<file path="src/rtl/vnc2_rx_pkg.sv">
// Shared definitions for the VNC2 serial receiver: FSM encodings, sample points and the baud divider.
// Latency: n/a (types and constants only).
// Backpressure: n/a.
// Purpose : state encodings, oversample sample indices, majority helper.
// Macro   : VNC2_RX_DIV(clk_hz, baud) gives clocks per 16x oversample tick, integer-truncated.
`ifndef VNC2_RX_PKG_SV
`define VNC2_RX_PKG_SV

`define VNC2_RX_DIV(clk_hz, baud) ((clk_hz) / ((baud) * 16))

package vnc2_rx_pkg;

  typedef enum logic [2:0] {
    ST_IDLE   = 3'd0,
    ST_START  = 3'd1,
    ST_DATA   = 3'd2,
    ST_PARITY = 3'd3,
    ST_STOP   = 3'd4,
    ST_BREAK  = 3'd5
  } rx_state_t;

  // Oversample ratio; the sample counter is 4 bits wide, so this is fixed.
  localparam int OVS = 16;

  // Three samples around mid-bit; the bit value is their majority.
  localparam logic [3:0] SMP_A = 4'd7;
  localparam logic [3:0] SMP_B = 4'd8;
  localparam logic [3:0] SMP_C = 4'd9;

  function automatic logic maj3(input logic a, input logic b, input logic c);
    return (a & b) | (a & c) | (b & c);
  endfunction

endpackage

`endif

</file>
<file path="src/rtl/vnc2_uart_rx_if.sv">
// Receiver pin/decoder bundle: serial line in, scancode byte and status pulses out.
// Latency: n/a (wires only).
// Backpressure: none; the decoder must take valid_o when it pulses.
// Ports: rx (line), data_o (last good byte), valid_o / frame_err (1-clk pulses), busy_o (frame in progress).
// slave modport is the receiver; master modport is the line driver / byte consumer.
interface vnc2_uart_rx_if;
  logic       rx;
  logic [7:0] data_o;
  logic       valid_o;
  logic       frame_err;
  logic       busy_o;

  modport master (output rx, input data_o, valid_o, frame_err, busy_o);
  modport slave  (input rx, output data_o, valid_o, frame_err, busy_o);
endinterface

</file>
<file path="src/rtl/vnc2_baud_tick.sv">
// Free-running divider producing a 1-clk tick every DIV clocks (16x the line rate).
// Latency: first tick DIV clocks after reset release.
// Backpressure: none; never resynchronised to the line.
// Ports: clk, reset_n (async active-low), tick (output pulse).
module vnc2_baud_tick #(
  parameter int DIV = 27
) (
  input  logic reset_n,
  input  logic clk,
  output logic tick
);
  localparam int             CW   = (DIV > 1) ? $clog2(DIV) : 1;
  localparam logic [CW-1:0]  LAST = CW'(DIV - 1);

  logic [CW-1:0] cnt;

  always_ff @(posedge clk or negedge reset_n) begin
    if (!reset_n) begin
      cnt  <= '0;
      tick <= 1'b0;
    end else if (cnt == LAST) begin
      cnt  <= '0;
      tick <= 1'b1;
    end else begin
      cnt  <= cnt + 1'b1;
      tick <= 1'b0;
    end
  end
endmodule

</file>
<file path="src/rtl/vnc2_uart_rx.sv">
// 8N1 UART receiver, 16x oversampled, majority vote at samples 7/8/9; feeds the key-matrix decoder.
// Latency: valid_o ~2 sync clks + 9.5 bit-times (+ up to one tick) after the start edge.
// Backpressure: none; data_o holds the last good byte until the next valid_o.
// Ports: clk, reset_n (async active-low), bus (vnc2_uart_rx_if.slave: rx in; data_o, valid_o, frame_err, busy_o out).
// Optional: define VNC2_RX_PARITY_EN to add an even-parity bit between the data bits and the stop bit.
module vnc2_uart_rx
  import vnc2_rx_pkg::*;
#(
  parameter int CLK_HZ = 50_000_000,
  parameter int BAUD   = 115200
) (
  input  logic          clk,
  input  logic          reset_n,
  vnc2_uart_rx_if.slave bus
);
  localparam int DIV = `VNC2_RX_DIV(CLK_HZ, BAUD);

  logic       rx_meta, rx_s, tick, vote;
  rx_state_t  state, state_nx;
  logic [3:0] sc, sc_nx;
  logic [2:0] bit_idx, bit_nx;
  logic [7:0] shreg, shreg_nx, data_q, data_nx;
  logic       smp_a, smp_a_nx, smp_b, smp_b_nx;
  logic       valid_q, valid_nx, ferr_q, ferr_nx;
`ifdef VNC2_RX_PARITY_EN
  logic       par_bad, par_bad_nx;
`endif

  // Line idles high, so the synchroniser resets to 1 to avoid a false start.
  always_ff @(posedge clk or negedge reset_n) begin
    if (!reset_n) begin
      rx_meta <= 1'b1;
      rx_s    <= 1'b1;
    end else begin
      rx_meta <= bus.rx;
      rx_s    <= rx_meta;
    end
  end

  vnc2_baud_tick #(.DIV(DIV)) u_tick (
    .reset_n (reset_n),
    .clk     (clk),
    .tick    (tick)
  );

  always_ff @(posedge clk or negedge reset_n) begin
    if (!reset_n) begin
      state   <= ST_IDLE;
      sc      <= '0;
      bit_idx <= '0;
      shreg   <= '0;
      smp_a   <= 1'b1;
      smp_b   <= 1'b1;
      data_q  <= '0;
      valid_q <= 1'b0;
      ferr_q  <= 1'b0;
`ifdef VNC2_RX_PARITY_EN
      par_bad <= 1'b0;
`endif
    end else begin
      state   <= state_nx;
      sc      <= sc_nx;
      bit_idx <= bit_nx;
      shreg   <= shreg_nx;
      smp_a   <= smp_a_nx;
      smp_b   <= smp_b_nx;
      data_q  <= data_nx;
      valid_q <= valid_nx;
      ferr_q  <= ferr_nx;
`ifdef VNC2_RX_PARITY_EN
      par_bad <= par_bad_nx;
`endif
    end
  end

  always_comb begin
    state_nx = state;
    sc_nx    = sc;
    bit_nx   = bit_idx;
    shreg_nx = shreg;
    smp_a_nx = smp_a;
    smp_b_nx = smp_b;
    data_nx  = data_q;
    valid_nx = 1'b0;
    ferr_nx  = 1'b0;
`ifdef VNC2_RX_PARITY_EN
    par_bad_nx = par_bad;
`endif
    // The third sample is the live synchronised line at sc=SMP_C.
    vote = maj3(smp_a, smp_b, rx_s);

    if (tick) begin
      if (sc == SMP_A) smp_a_nx = rx_s;
      if (sc == SMP_B) smp_b_nx = rx_s;

      unique case (state)
        ST_IDLE: begin
          if (!rx_s) begin
            state_nx = ST_START;
            sc_nx    = '0;
          end
        end
        ST_START: begin
          sc_nx = sc + 1'b1;
          if (sc == SMP_C) begin
            if (vote) begin
              state_nx = ST_IDLE;  // glitch shorter than half a bit
            end else begin
              state_nx = ST_DATA;
              bit_nx   = '0;
            end
          end
        end
        // State changes happen at mid-bit; the next state's decision waits for the next sc=SMP_C,
        // which is the middle of the following bit because sc wraps 15->0 at each bit boundary.
        ST_DATA: begin
          sc_nx = sc + 1'b1;
          if (sc == SMP_C) begin
            shreg_nx = {vote, shreg[7:1]};
            if (bit_idx == 3'd7) begin
`ifdef VNC2_RX_PARITY_EN
              state_nx = ST_PARITY;
`else
              state_nx = ST_STOP;
`endif
            end else begin
              bit_nx = bit_idx + 1'b1;
            end
          end
        end
`ifdef VNC2_RX_PARITY_EN
        ST_PARITY: begin
          sc_nx = sc + 1'b1;
          if (sc == SMP_C) begin
            par_bad_nx = vote ^ (^shreg);  // even parity over data + parity bit
            state_nx   = ST_STOP;
          end
        end
`endif
        ST_STOP: begin
          sc_nx = sc + 1'b1;
          if (sc == SMP_C) begin
            if (!vote) begin
              ferr_nx  = 1'b1;
              state_nx = ST_BREAK;
              sc_nx    = '0;
`ifdef VNC2_RX_PARITY_EN
            end else if (par_bad) begin
              ferr_nx  = 1'b1;
              state_nx = ST_IDLE;
`endif
            end else begin
              data_nx  = shreg;
              valid_nx = 1'b1;
              state_nx = ST_IDLE;  // leave at mid-stop so a back-to-back start is caught
            end
          end
        end
        // sc counts consecutive high ticks; any low tick restarts the count.
        ST_BREAK: begin
          if (!rx_s) begin
            sc_nx = '0;
          end else if (sc == 4'(OVS - 1)) begin
            sc_nx    = '0;
            state_nx = ST_IDLE;
          end else begin
            sc_nx = sc + 1'b1;
          end
        end
        default: begin
          state_nx = ST_IDLE;
          sc_nx    = '0;
        end
      endcase
    end
  end

  assign bus.data_o    = data_q;
  assign bus.valid_o   = valid_q;
  assign bus.frame_err = ferr_q;
  assign bus.busy_o    = (state != ST_IDLE);
endmodule

</file>
<file path="src/flat_wrapper.sv">
// flat-port wrapper written by rule: the top's interface ports become plain ports
module vnc2_uart_rx_flat import vnc2_rx_pkg::*;
#(
  parameter int CLK_HZ = 50_000_000,
  parameter int BAUD   = 115200
)
  (clk, reset_n, bus_rx, bus_data_o, bus_valid_o, bus_frame_err, bus_busy_o);
  vnc2_uart_rx_if bus_i ();
  input  logic clk;
  input  logic reset_n;
  input wire logic [$bits(bus_i.rx)-1:0] bus_rx;
  output wire logic [$bits(bus_i.data_o)-1:0] bus_data_o;
  output wire logic [$bits(bus_i.valid_o)-1:0] bus_valid_o;
  output wire logic [$bits(bus_i.frame_err)-1:0] bus_frame_err;
  output wire logic [$bits(bus_i.busy_o)-1:0] bus_busy_o;
  assign bus_i.rx = bus_rx;
  assign bus_data_o = bus_i.data_o;
  assign bus_valid_o = bus_i.valid_o;
  assign bus_frame_err = bus_i.frame_err;
  assign bus_busy_o = bus_i.busy_o;
  vnc2_uart_rx #(.CLK_HZ(CLK_HZ), .BAUD(BAUD)) u_core (.clk(clk), .reset_n(reset_n), .bus(bus_i));
endmodule
</file>
<file path="config.mk">
export PLATFORM = sky130hd
export DESIGN_NAME = vnc2_uart_rx_flat
export DESIGN_NICKNAME = d
export VERILOG_FILES = /design/src/rtl/vnc2_rx_pkg.sv /design/src/rtl/vnc2_uart_rx_if.sv /design/src/rtl/vnc2_baud_tick.sv /design/src/rtl/vnc2_uart_rx.sv /design/src/flat_wrapper.sv
export SDC_FILE = /design/constraint.sdc
export NUM_CORES = 1
export LEC_CHECK = 0
export BUFFER_PORTS_ARGS = -buffer_cell sky130_fd_sc_hd__buf_2
export CORE_MARGIN = 5
export CORE_UTILIZATION = 25
export DETAILED_ROUTE_END_ITERATION = 8
export PLACE_DENSITY_LB_ADDON = 0.25
export SLEW_MARGIN = 15
export SYNTH_ARGS = -nofsm -noshare
export SYNTH_HDL_FRONTEND = slang
export SYNTH_SLANG_ARGS = --single-unit
export TNS_END_PERCENT = 50
</file>
<file path="constraint.sdc">
create_clock -name clk -period 3.8 [get_ports clk]
set_input_delay 0.76 -clock clk [delete_from_list [all_inputs] [get_ports clk]]
set_output_delay 0.76 -clock clk [all_outputs]
set_load 0.01 [all_outputs]
</file>
**Word-level counts from Yosys, hierarchy flattened**

Index checks and enable logic that the tools add are counted.
Widths: inputs -> output; s select.

- Register bits: 38
- Output and inout port bits: 11
- Logic and storage cells: 82
- RAM bits: 0
- Memories: 0
- Bits in latches: 0
- ROM bits: 0

- Magnitude comparators: 0
- $add $sub $neg: 3
- Reductions and logical operators: 11
- Shift operators: 0
- Bitwise operators: 5
- Equal/unequal tests: 19
- Multiplexer cells: 31
- Multipliers: 0
- Div/mod/pow operators: 0

Operator list:

| kind | number |
|---|---|
| $mux 3 | 12 |
| $mux 4 | 5 |
| $pmux 4 s4 | 1 |
| $pmux 3 s5 | 1 |
| $eq 4x4->1 const B | 3 |
| $ne 2x1->1 const B | 6 |
| $eq 3x3->1 const B | 3 |
| $mux 1 | 9 |
| $reduce_and 8->1 | 1 |
| $ne 2x2->1 const B | 3 |
| $pmux 3 s2 | 1 |
| $reduce_and 2->1 | 3 |
| $reduce_and 6->1 | 1 |
| $add 5x1->5 const B | 1 |
| $eq 5x5->1 const B | 1 |
| $mux 5 | 1 |
| $add 4x1->4 const B | 1 |
| $eq 4x3->1 const B | 1 |
| $reduce_and 4->1 | 1 |
| $add 3x1->3 const B | 1 |
| $and 1x1->1 | 3 |
| $eq 3x1->1 const B | 1 |
| $eq 3x2->1 const B | 1 |
| $logic_not 3->1 | 1 |
| 6 further kinds | 7 |

**Depth between registers and ports, before layout**

Gate-level depths: netlist of run 1.

- Word-level depth: 7
- Gate-level depth with buffers: 7
- Mapped depth without buffers: 6

**Modules after synthesis**

A second synthesis of run 1 with hierarchy kept.

- Cells, all modules: 158
- Area, all modules: 1,928.1 um^2

Modules (own cells, without submodules):

| module | cells each | times used | area an instance (um^2) | seq. area each (um^2) |
|---|---|---|---|---|
| vnc2_uart_rx | 133 | 1 | 1,636.6 | 805.8 |
| vnc2_baud_tick | 25 | 1 | 291.5 | 150.1 |

**Least setup slack after synthesis of run 1**

No wires, ideal clock.

- Path type: register to register
- Start: register u_core.bit_idx[0]
- End: register u_core.bit_idx[0]
- Data arrival time: 1.652 ns
- Path buffers: 0
- Library setup time: 0.125 ns
- Stages on the path, launching flop included: 7
- Setup slack: 2.023 ns
- Cell sequence: dfrtp_1 > ha_1 > ha_1 > nor2_1 > o2bb2ai_2 > or3b_4 > mux2_4

- Word-level cells in the longest chain between the ends: 4
- Elaborated cells between the ends (all ways): 7

Ends and longest elaborated chain:

| element | RTL line | text |
|---|---|---|
| start: declaration | vnc2_uart_rx.sv:21 | `logic [2:0] bit_idx, bit_nx;` |
| start signal: assignment | vnc2_uart_rx.sv:63 | `bit_idx <= bit_nx;` |
| $add 3x1->3 | vnc2_uart_rx.sv:127 | `bit_nx = bit_idx + 1'b1;` |
| $mux 3 | vnc2_uart_rx.sv:120 | `if (bit_idx == 3'd7) begin` |
| $mux 3 | vnc2_uart_rx.sv:118 | `if (sc == SMP_C) begin` |
| $pmux 3 s2 | vnc2_uart_rx.sv:96 | `unique case (state)` |

Parallel ways exist; a longest one is shown, timed or not. The select of a mux whose other input is x is not followed.
A chain may end at the register's enable or synchronous reset.

**Final worst setup path of run 1**

- Start: register u_core.state[2]
- End: output bus_busy_o

- Word-level cells in the longest chain between the ends: 1

Ends and longest elaborated chain:

| element | RTL line | text |
|---|---|---|
| start: declaration | vnc2_uart_rx.sv:19 | `rx_state_t state, state_nx;` |
| start signal: assignment | vnc2_uart_rx.sv:61 | `state <= state_nx;` |
| $reduce_bool 3->1 | vnc2_uart_rx.sv:181 | `assign bus.busy_o = (state != ST_IDLE);` |
| end: declaration | flat_wrapper.sv:15 | `output wire logic [$bits(bus_i.busy_o)-1:0] bus_busy_o;` |

Every way passes these cells.

==> metrics, run 1 <==
status=finished clean; H-tree depth=2; Max stage delay on crit path=0.52 ns; share of the synthesized area in the top cell type=46.1%; Pleak=0.00100 uW; Critical Path Sink Type=output port; register bit total from synthesis=38; Overflow after GRT=0; Syn Area/Cell=12.0 sq um; final setup fails=0; Detail Placement HPWL=2.24 mm; DR vias=1154; Peak VDD IR=204 uV; clk slew on worst S/H paths=0.08 ns; Critical-path top delay cell=dfrtp_1; fin crit period=2.21 ns; Post-Layout Cell Count=267; asr flop ratio synth=100%; initial DRC count=21; FMAX=453 MHz; syn nets=164; final WL=3.25 mm; CTS tree=built; gr usage total=7.89%; CTS Buf Count=5; Hold Path Class=flop to flop; Die Span X=95.9 microns; EDFF count, synth=0; Final Net Count=177; Gate Count Post-Synth=154; initial antenna violation count=0; number of diodes=0; hold slack=0.359 ns; endpoints failing hold=0; Mapped Area=1850 sq um; top cells by area, synth=dfrtp_1, mux2_2, dfstp_2; final-report max-slew violation count=0; worst path cell trace=or3_1 > buf_2; Worst Path Required=3.04 ns; full die area=9200 sq um; Crit Path Class=flop to output port; Rows=31; vias in the first global route=1134; # Post-CTS Setup Buffers=0; slew margin rel.=43.2%; share of layout cells above drive strength 1=32.7%; clock root cell=clkbuf_8; Placed Cells incl. Taps=259; Port Buf Inserts=13; MaxCap Viol Count=0; Via density=4.32; I/O Pins=14; maximum root-to-sink buffer count=2; Post-CTS Hold Buffers=0; worst skew pair latency=0.29 ns; CTS resizes=0; Cell Pwr Density=343 nW/um^2; DR DRC count=0; crit start category=flop; post-route core utilization=29.0%; crit-path max FO=13; RSZ-0062 raised after global routing=no; routability congestion estimate=0.743; area grow syn2layout=13.5%; worst path arrival time=1.45 ns; global-route wire length before repair=5.57 mm; Avg WL per Cell=12.2 microns; Clock Skew=0.00751 ns; die height=95.9 microns; total power=718 uW; period utilization=58.1%; clk sink count=38; Unique masters post-synth=48; CORE AREA=7210 sq um; setup TNS=0 ns; Initial Util=25.6%; Seq/Total Area, Yosys=51.8%; Yosys warning count=0; largest net degree at the start of global routing=39; drt first pass iters=4; slew at the pin closest to its max-slew limit=0.852 ns; largest area contributor in the netlist=dfrtp_1; Main synth FF type=dfrtp_1; Final ANT Viol Nets=0
power by group:
group | total (uW) | internal, uW | leakage [uW] | switching, uW
Clock | 293 | 146 | 0.0000472 | 147
Combinational | 15.7 | 3.94 | 0.000455 | 11.7
Sequential | 409 | 407 | 0.000500 | 2.55
cell usage after synthesis, drive strengths merged (2+ instances only):
master and number:
ha 7, or3b 3, buf 5, dfrtp 34
dfstp 4, nor3 3, clkbuf 2, a21oi 2
o21ai 9, and4b 2, mux2 22, nand3 4
and2 2, xnor2 3, nand2 6, nand4 2
nor2 10, inv 11
cell usage in the layout (no fill, tap or decap), drive strengths merged, types with 2 or more instances in the layout:
master  instances
dfstp           4
o21ai           9
nor3            3
buf            13
nand2           6
clkbuf          6
nand4           2
nor2           10
mux2           22
ha              7
or3b            3
and4b           2
and2            2
a21oi           2
nand3           4
inv            11
dfrtp          34
xnor2           3
flip-flops by register name, indices dropped and copies added (netlist names):
name	cells
u_core.shreg	8
u_core.bit_idx	3
u_core.rx_meta	1
u_core.rx_s	1
u_core.sc	4
u_core.u_tick.tick	1
u_core.bus.frame_err	1
u_core.smp_a	1
u_core.state	3
u_core.smp_b	1
u_core.bus.data_o	8
u_core.bus.valid_o	1
u_core.u_tick.cnt	5
layer usage:
metal	global-route usage, %	share of wire, %	routed length (microns)
met5	0	0	0
met4	2.49	1.5	49
met3	2.74	3.5	115
met2	11.0	41	1350
met1	11.3	53	1740
worst paths after layout:
kind                       depth (start not counted)                  to  slack (ns)            start
setup / recovery                                   2          bus_busy_o        1.59  u_core.state[2]
hold / removal                                     0         u_core.rx_s        0.36   u_core.rx_meta
setup reg to reg                                   6     u_core.state[2]        1.89     u_core.sc[1]
hold reg to reg                                    0         u_core.rx_s        0.36   u_core.rx_meta
max in group asynchronous                          1        u_core.sc[3]        2.69          reset_n
min in group asynchronous                          1  u_core.u_tick.tick        0.58          reset_n
kinds of logic (layout without fill, tap and decap cells):
kind of cell / Yosys count / after routing / share of synthesized area, %
adder cells (fa/ha/maj): 8 / 8 / 5.36
XOR/XNOR: 4 / 4 / 1.90
AND/OR/NAND/NOR: 41 / 41 / 13.8
AO/OA/AOI/OAI: 23 / 23 / 8.95
flip-flops: 38 / 38 / 51.8
buffers and inverters: 18 / 32 / 4.14
multiplexers: 22 / 22 / 14.0
critical path, delay by kind of cell, from the launching register on:
kind	cells	cell delay [ns]
buffers and inverters	1	0.16
AND/OR/NAND/NOR	1	0.47
flip-flops	1	0.52
per-stage QoR:
step           cell area, sq um  worst slack (ns)
6_report                   2090              1.59
5_1_grt                    2090              1.52
4_1_cts                    2090              1.58
3_5_place_dp               2000              1.89
3_3_place_gp               2000              1.89
2_1_floorplan              1850              2.02
layout make-up:
cell class / count / area (sq um)
multi-input cells: 98 / 813
flip-flops and latches: 38 / 956
clock inverters: 2 / 12.5
repair buffers: 13 / 65.1
fillers: 760 / 5120
well taps: 99 / 124
clock buffers: 6 / 82.6
inverters: 11 / 41.3
Power figures use the tool's default switching activity.
==> inputs of run 2 (changes only) <==
==> constraint.sdc (replaced) <==
create_clock -name clk -period 2.1 [get_ports clk]
set_input_delay 0.42 -clock clk [delete_from_list [all_inputs] [get_ports clk]]
set_output_delay 0.42 -clock clk [all_outputs]
set_load 0.01 [all_outputs]
==> metrics, run 2 (synthesized netlist as in run 1, its figures left out) <==
Int Pwr=1250 uW (was 556 uW); status=finished clean (unchanged); CTS Buf Count=5 (unchanged); CTS tree=built (unchanged); CORE AREA=7210 sq um (unchanged); share of layout cells above drive strength 1=34.7% (was 32.7%); Cell Pwr Density=702 nW/um^2 (was 343 nW/um^2); endpoints failing hold=0 (unchanged); post-route core utilization=30.4% (was 29.0%); Clock power frac=49.6% (was 40.8%); Pleak=0.00106 uW (was 0.00100 uW); Gate power share=2.3% (was 2.2%); period utilization=90.6%; initial DRC count=47 (was 21); Overflow after GRT=0 (unchanged); clock root cell=clkbuf_8 (unchanged); MaxCap Viol Count=0 (unchanged); largest net degree at the start of global routing=21 (was 39); CTS resizes=0 (unchanged); Final Net Count=182 (was 177); final-report max-slew violation count=0 (unchanged); crit-path max FO=5 (was 13); maximum root-to-sink buffer count=2 (unchanged); DR vias=1160 (was 1154); full die area=9200 sq um (unchanged); Worst Reg-to-Reg Cells=6 (unchanged); I/O Pins=14 (unchanged); Critical Path Sink Type=flop (was output port); H-tree depth=2 (unchanged); # Post-CTS Setup Buffers=0 (unchanged); Avg WL per Cell=11.9 microns (was 12.2 microns); area grow syn2layout=18.8% (was 13.5%); number of diodes=0 (unchanged); initial antenna violation count=0 (unchanged); worst skew pair latency=0.28 ns (was 0.29 ns); most frequent cells in the layout=dfrtp_1, mux2_2, buf_2, inv_1, nor2_1 (unchanged); vias in the first global route=1150 (was 1134); FMAX=526 MHz; global-route wire length before repair=5.84 mm (was 5.57 mm); RSZ-0062 raised after global routing=no (unchanged); gr usage total=8.13% (was 7.89%); number of fillers in the final layout=774 (was 760); clk sink count=38 (unchanged); Die Span X=95.9 microns (unchanged); Via density=4.26 (was 4.32); die height=95.9 microns (unchanged); routability congestion estimate=0.734 (was 0.743); Sequential Power Share=48.1% (was 57.0%); Crit Reg-Reg Startpoint=u_core.sc[1] (unchanged); slew margin rel.=68.6% (was 43.2%); Detail Placement HPWL=2.38 mm (was 2.24 mm); Hold Path Class=input port to asynchronous set/reset pin (was flop to flop); DR DRC count=0 (unchanged); Post-CTS Hold Buffers=0 (unchanged); Peak VDD IR=380 uV (was 204 uV); Port Buf Inserts=13 (unchanged); worst reg-to-reg setup slack=0.20 ns (was 1.89 ns); commonest non-fill, non-tap cell in the layout=dfrtp_1 (unchanged); Final ANT Viol Nets=0 (unchanged); slew at the pin closest to its max-slew limit=0.471 ns (was 0.852 ns); final WL=3.24 mm (was 3.25 mm); clk slew on worst S/H paths=0.08 ns (about the same); Crit Path Class=flop to flop (was flop to output port); Worst Path Required=2.27 ns (was 3.04 ns); Crit Reg-Reg Endpoint=u_core.state[2] (unchanged); Clock Skew=0.00659 ns (was 0.00751 ns); switching share of power=18.4% (was 22.5%); fin crit period=1.90 ns; final setup fails=0 (unchanged); crit start category=flop (unchanged); P_sw=284 uW (was 162 uW); setup TNS=0 ns (unchanged); Initial Util=25.6% (unchanged); worst path arrival time=2.07 ns (was 1.45 ns); Rows=31 (unchanged); drt first pass iters=5 (was 4)
run 2: changes by cell type in the layout (fill, tap and decap cells not counted), sizes merged:
| cell | before | now |
|---|---|---|
| buf | 13 | 18 |
| bufinv | 0 | 2 |
| clkinv | 1 | 0 |
| clkinvlp | 1 | 0 |
run 2: final cells by class:
type | instances | area [sq um] | share of cell area [%]
clock buffers | 6 | 82.6 | 3.77
clock inverters | 2 | 60.1 | 2.74
inverters | 11 | 41.3 | 1.88
multi-input cells | 98 | 813 | 37.1
flip-flops and latches | 38 | 956 | 43.6
well taps | 99 | 124 | 5.65
repair buffers | 18 | 115 | 5.25
run 2: worst max-delay path, cell delays in order (launching register included):
cell,delay [ns]
dfrtp_1,0.41
inv_1,0.09
ha_1,0.13
and3b_1,0.28
nor3_1,0.09
nor4_2,0.41
mux2_2,0.38
run 2: power groups by stage:
stage / Sequential (uW) / Combinational [uW] / Clock, uW
after floorplan: 752 / 13.0 / 0
final: 740 / 34.9 / 764
after global routing: 741 / 40.7 / 820
after global placement: 754 / 37.2 / 0
after detailed placement: 754 / 37.1 / 0
after CTS: 740 / 37.0 / 794
run 2: worst max path at each step:
stage                            from                end  depth (start not counted)
floorplan           u_core.bit_idx[0]  u_core.bit_idx[0]                          6
global placement         u_core.sc[1]    u_core.state[1]                          6
detailed placement       u_core.sc[1]    u_core.state[1]                          6
CTS                      u_core.sc[1]    u_core.state[2]                          6
global route             u_core.sc[1]    u_core.state[2]                          6
finish                   u_core.sc[1]    u_core.state[2]                          6
run 2: metal layers:
| metal | global-route usage (%) | routed length, microns | share of wire (%) | vias to the layer above |
|---|---|---|---|---|
| met4 | 2.13 | 0 | 0 | 0 |
| met1 | 12.1 | 1690 | 52 | 563 |
| met3 | 2.11 | 86 | 2.7 | 0 |
| met2 | 11.6 | 1460 | 45 | 17 |
| met5 | 0 | 0 | 0 | - |
| li1 | - | - | - | 580 |
run 2: metrics by stage:
stage,worst slack (ns),instances,cell area (sq um),hold slack (ns),power [uW]
after CTS,0.163,272,2190,0.0855,1570
after floorplan,0.323,154,1850,0.124,765
after detailed placement,0.197,264,2050,0.347,791
after global routing,0.0466,272,2190,0.108,1600
after global placement,0.202,264,2050,0.346,791
final,0.198,272,2190,0.0825,1540
==> inputs of run 3 (changes only) <==
==> constraint.sdc (replaced) <==
create_clock -name clk -period 1.9 [get_ports clk]
set_input_delay 0.38 -clock clk [delete_from_list [all_inputs] [get_ports clk]]
set_output_delay 0.38 -clock clk [all_outputs]
set_load 0.01 [all_outputs]
==> metrics, run 3 (synthesized netlist as in run 1, its figures left out) <==
endpoints failing hold=0 (unchanged); I/O Pins=14 (unchanged); DR DRC count=0 (unchanged); CTS Buf Count=5 (unchanged); Post-Layout Cell Count=283 (was 272); clk sink count=38 (unchanged); number of fillers in the final layout=751 (was 774); Clock Skew=0.00359 ns (was 0.00659 ns); post-route core utilization=31.9% (was 30.4%); H-tree depth=2 (unchanged); CTS tree=built (unchanged); DR vias=1217 (was 1160); Pleak=0.00110 uW (was 0.00106 uW); Peak VDD IR=415 uV (was 380 uV); Final Net Count=193 (was 182); final-report max-slew violation count=0 (unchanged); routability congestion estimate=0.707 (was 0.734); crit start category=flop (unchanged); Final ANT Viol Nets=0 (unchanged); footprint of the multi-input gates=842 sq um (was 813 sq um); Port Buf Inserts=13 (unchanged); worst path arrival time=2.02 ns (was 2.07 ns); MaxCap Viol Count=0 (unchanged); maximum root-to-sink buffer count=2 (unchanged); clk slew on worst S/H paths=0.08 ns (about the same); Detail Placement HPWL=2.51 mm (was 2.38 mm); Initial Util=25.6% (unchanged); number of diodes=0 (unchanged); full die area=9200 sq um (unchanged); post-place setup slack=0.0381 ns (was 0.197 ns); Critical-path top delay cell=dfrtp_2 (was dfrtp_1); Hold Path Class=input port to asynchronous set/reset pin (unchanged); Die Span X=95.9 microns (unchanged); Via density=4.30 (was 4.26); Critical Path Sink Type=flop (unchanged); Worst Path Required=2.08 ns (was 2.27 ns); Crit Reg-Reg Endpoint=u_core.bit_idx[0] (was u_core.state[2]); vias in the first global route=1266 (was 1150); period utilization=97.3% (was 90.6%); FMAX=541 MHz (was 526 MHz); CORE AREA=7210 sq um (unchanged); FF/Latch Area=962 sq um (was 956 sq um); global-route wire length before repair=6.15 mm (was 5.84 mm); largest net degree at the start of global routing=23 (was 21); post-route worst setup slack=0.0517 ns (was 0.198 ns); crit-path max FO=5 (unchanged); RSZ-0062 raised after global routing=yes (was no); Crit Reg-Reg Startpoint=u_core.sc[1] (unchanged); initial DRC count=25 (was 47); initial antenna violation count=0 (unchanged); final setup fails=0 (unchanged); most frequent cells in the layout=dfrtp_1, mux2_2, buf_4, buf_2, inv_1 (was dfrtp_1, mux2_2, buf_2, inv_1, nor2_1); commonest non-fill, non-tap cell in the layout=dfrtp_1 (unchanged); slew margin rel.=71.8% (was 68.6%); gr usage total=8.65% (was 8.13%); drt first pass iters=4 (was 5); Cell Pwr Density=732 nW/um^2 (was 702 nW/um^2); Overflow after GRT=0 (unchanged); total power=1690 uW (was 1540 uW); final WL=3.55 mm (was 3.24 mm); Rows=31 (unchanged); status=finished clean (unchanged); Finished Cell Area=2300 sq um (was 2190 sq um); placed cell area=2120 sq um (was 2050 sq um); share of layout cells above drive strength 1=44.6% (was 34.7%); Avg WL per Cell=12.6 microns (was 11.9 microns); Max stage delay on crit path=0.45 ns (was 0.41 ns); area grow syn2layout=24.9% (was 18.8%); worst skew pair latency=0.29 ns (was 0.28 ns); clock root cell=clkbuf_8 (unchanged); Worst Reg-to-Reg Cells=6 (unchanged); Crit Path Class=flop to flop (unchanged); worst path cell trace=inv_2 > ha_1 > and3b_2 > nand2_2 > or3b_4 > mux2_4 (was inv_1 > ha_1 > and3b_1 > nor3_1 > nor4_2 > mux2_2); Placed Cells incl. Taps=273 (was 264); fin crit period=1.85 ns (was 1.90 ns); worst reg-to-reg setup slack=0.05 ns (was 0.20 ns); slew at the pin closest to its max-slew limit=0.423 ns (was 0.471 ns); die height=95.9 microns (unchanged)
[run 3: changes by cell type in the layout (fill, tap and decap cells not counted), sizes merged]
cell / previous run / this run
clkbuf: 6 / 5
buf: 18 / 29
clkinv: 0 / 1
[run 3: through the flow]
| step | setup TNS (ns) | hold slack, ns |
|---|---|---|
| after floorplan | 0 | 0.0844 |
| after global routing | -0.0468 | 0.0446 |
| after CTS | 0 | 0.0224 |
| final | 0 | 0.0201 |
| after global placement | 0 | 0.341 |
| after detailed placement | 0 | 0.339 |
[run 3: area by class of cell]
cell class / count / share of cell area [%]
flip-flops and latches: 38 / 41.7
well taps: 99 / 5.37
multi-input cells: 98 / 36.5
clock inverters: 3 / 2.99
inverters: 11 / 1.79
repair buffers: 29 / 8.58
clock buffers: 5 / 2.99
[run 3: worst max-delay path: cells and delay by family, from the launching register on]
| family | cells | cell delay, ns |
|---|---|---|
| adder cells (fa/ha/maj) | 1 | 0.12 |
| buffers and inverters | 1 | 0.07 |
| flip-flops | 1 | 0.45 |
| multiplexers | 1 | 0.31 |
| AND/OR/NAND/NOR | 3 | 0.79 |
[run 3: per-layer routing]
| layer | wire, microns | global-route usage (%) |
|---|---|---|
| met1 | 1690 | 11.0 |
| met3 | 91 | 2.35 |
| met4 | 35 | 2.84 |
| met2 | 1740 | 14.2 |
| met5 | 0 | 0 |
[run 3: repair_timing]
action,in CTS,in global routing
endpoints found under the setup margin,1,8
resized for setup,1,11
setup buffers,0,2
pin swaps,0,3
hold buffers,0,0
[run 3: how the worst max path moves through the flow]
stage / start / to / slack, ns / depth (start not counted)
floorplan: u_core.bit_idx[0] / u_core.bit_idx[0] / 0.12 / 6
global placement: u_core.sc[1] / u_core.bit_idx[0] / 0.07 / 6
detailed placement: u_core.bit_idx[0] / u_core.bit_idx[2] / 0.04 / 6
CTS: u_core.state[1] / bus_busy_o / 0.01 / 3
global route: u_core.sc[1] / u_core.state[0] / -0.01 / 7
finish: u_core.sc[1] / u_core.bit_idx[0] / 0.05 / 6
[run 3: power breakdown]
group	switching (uW)	internal (uW)
sequential	4.59	813
clock	300	526
combinational	27.1	16.8
total	332	1360
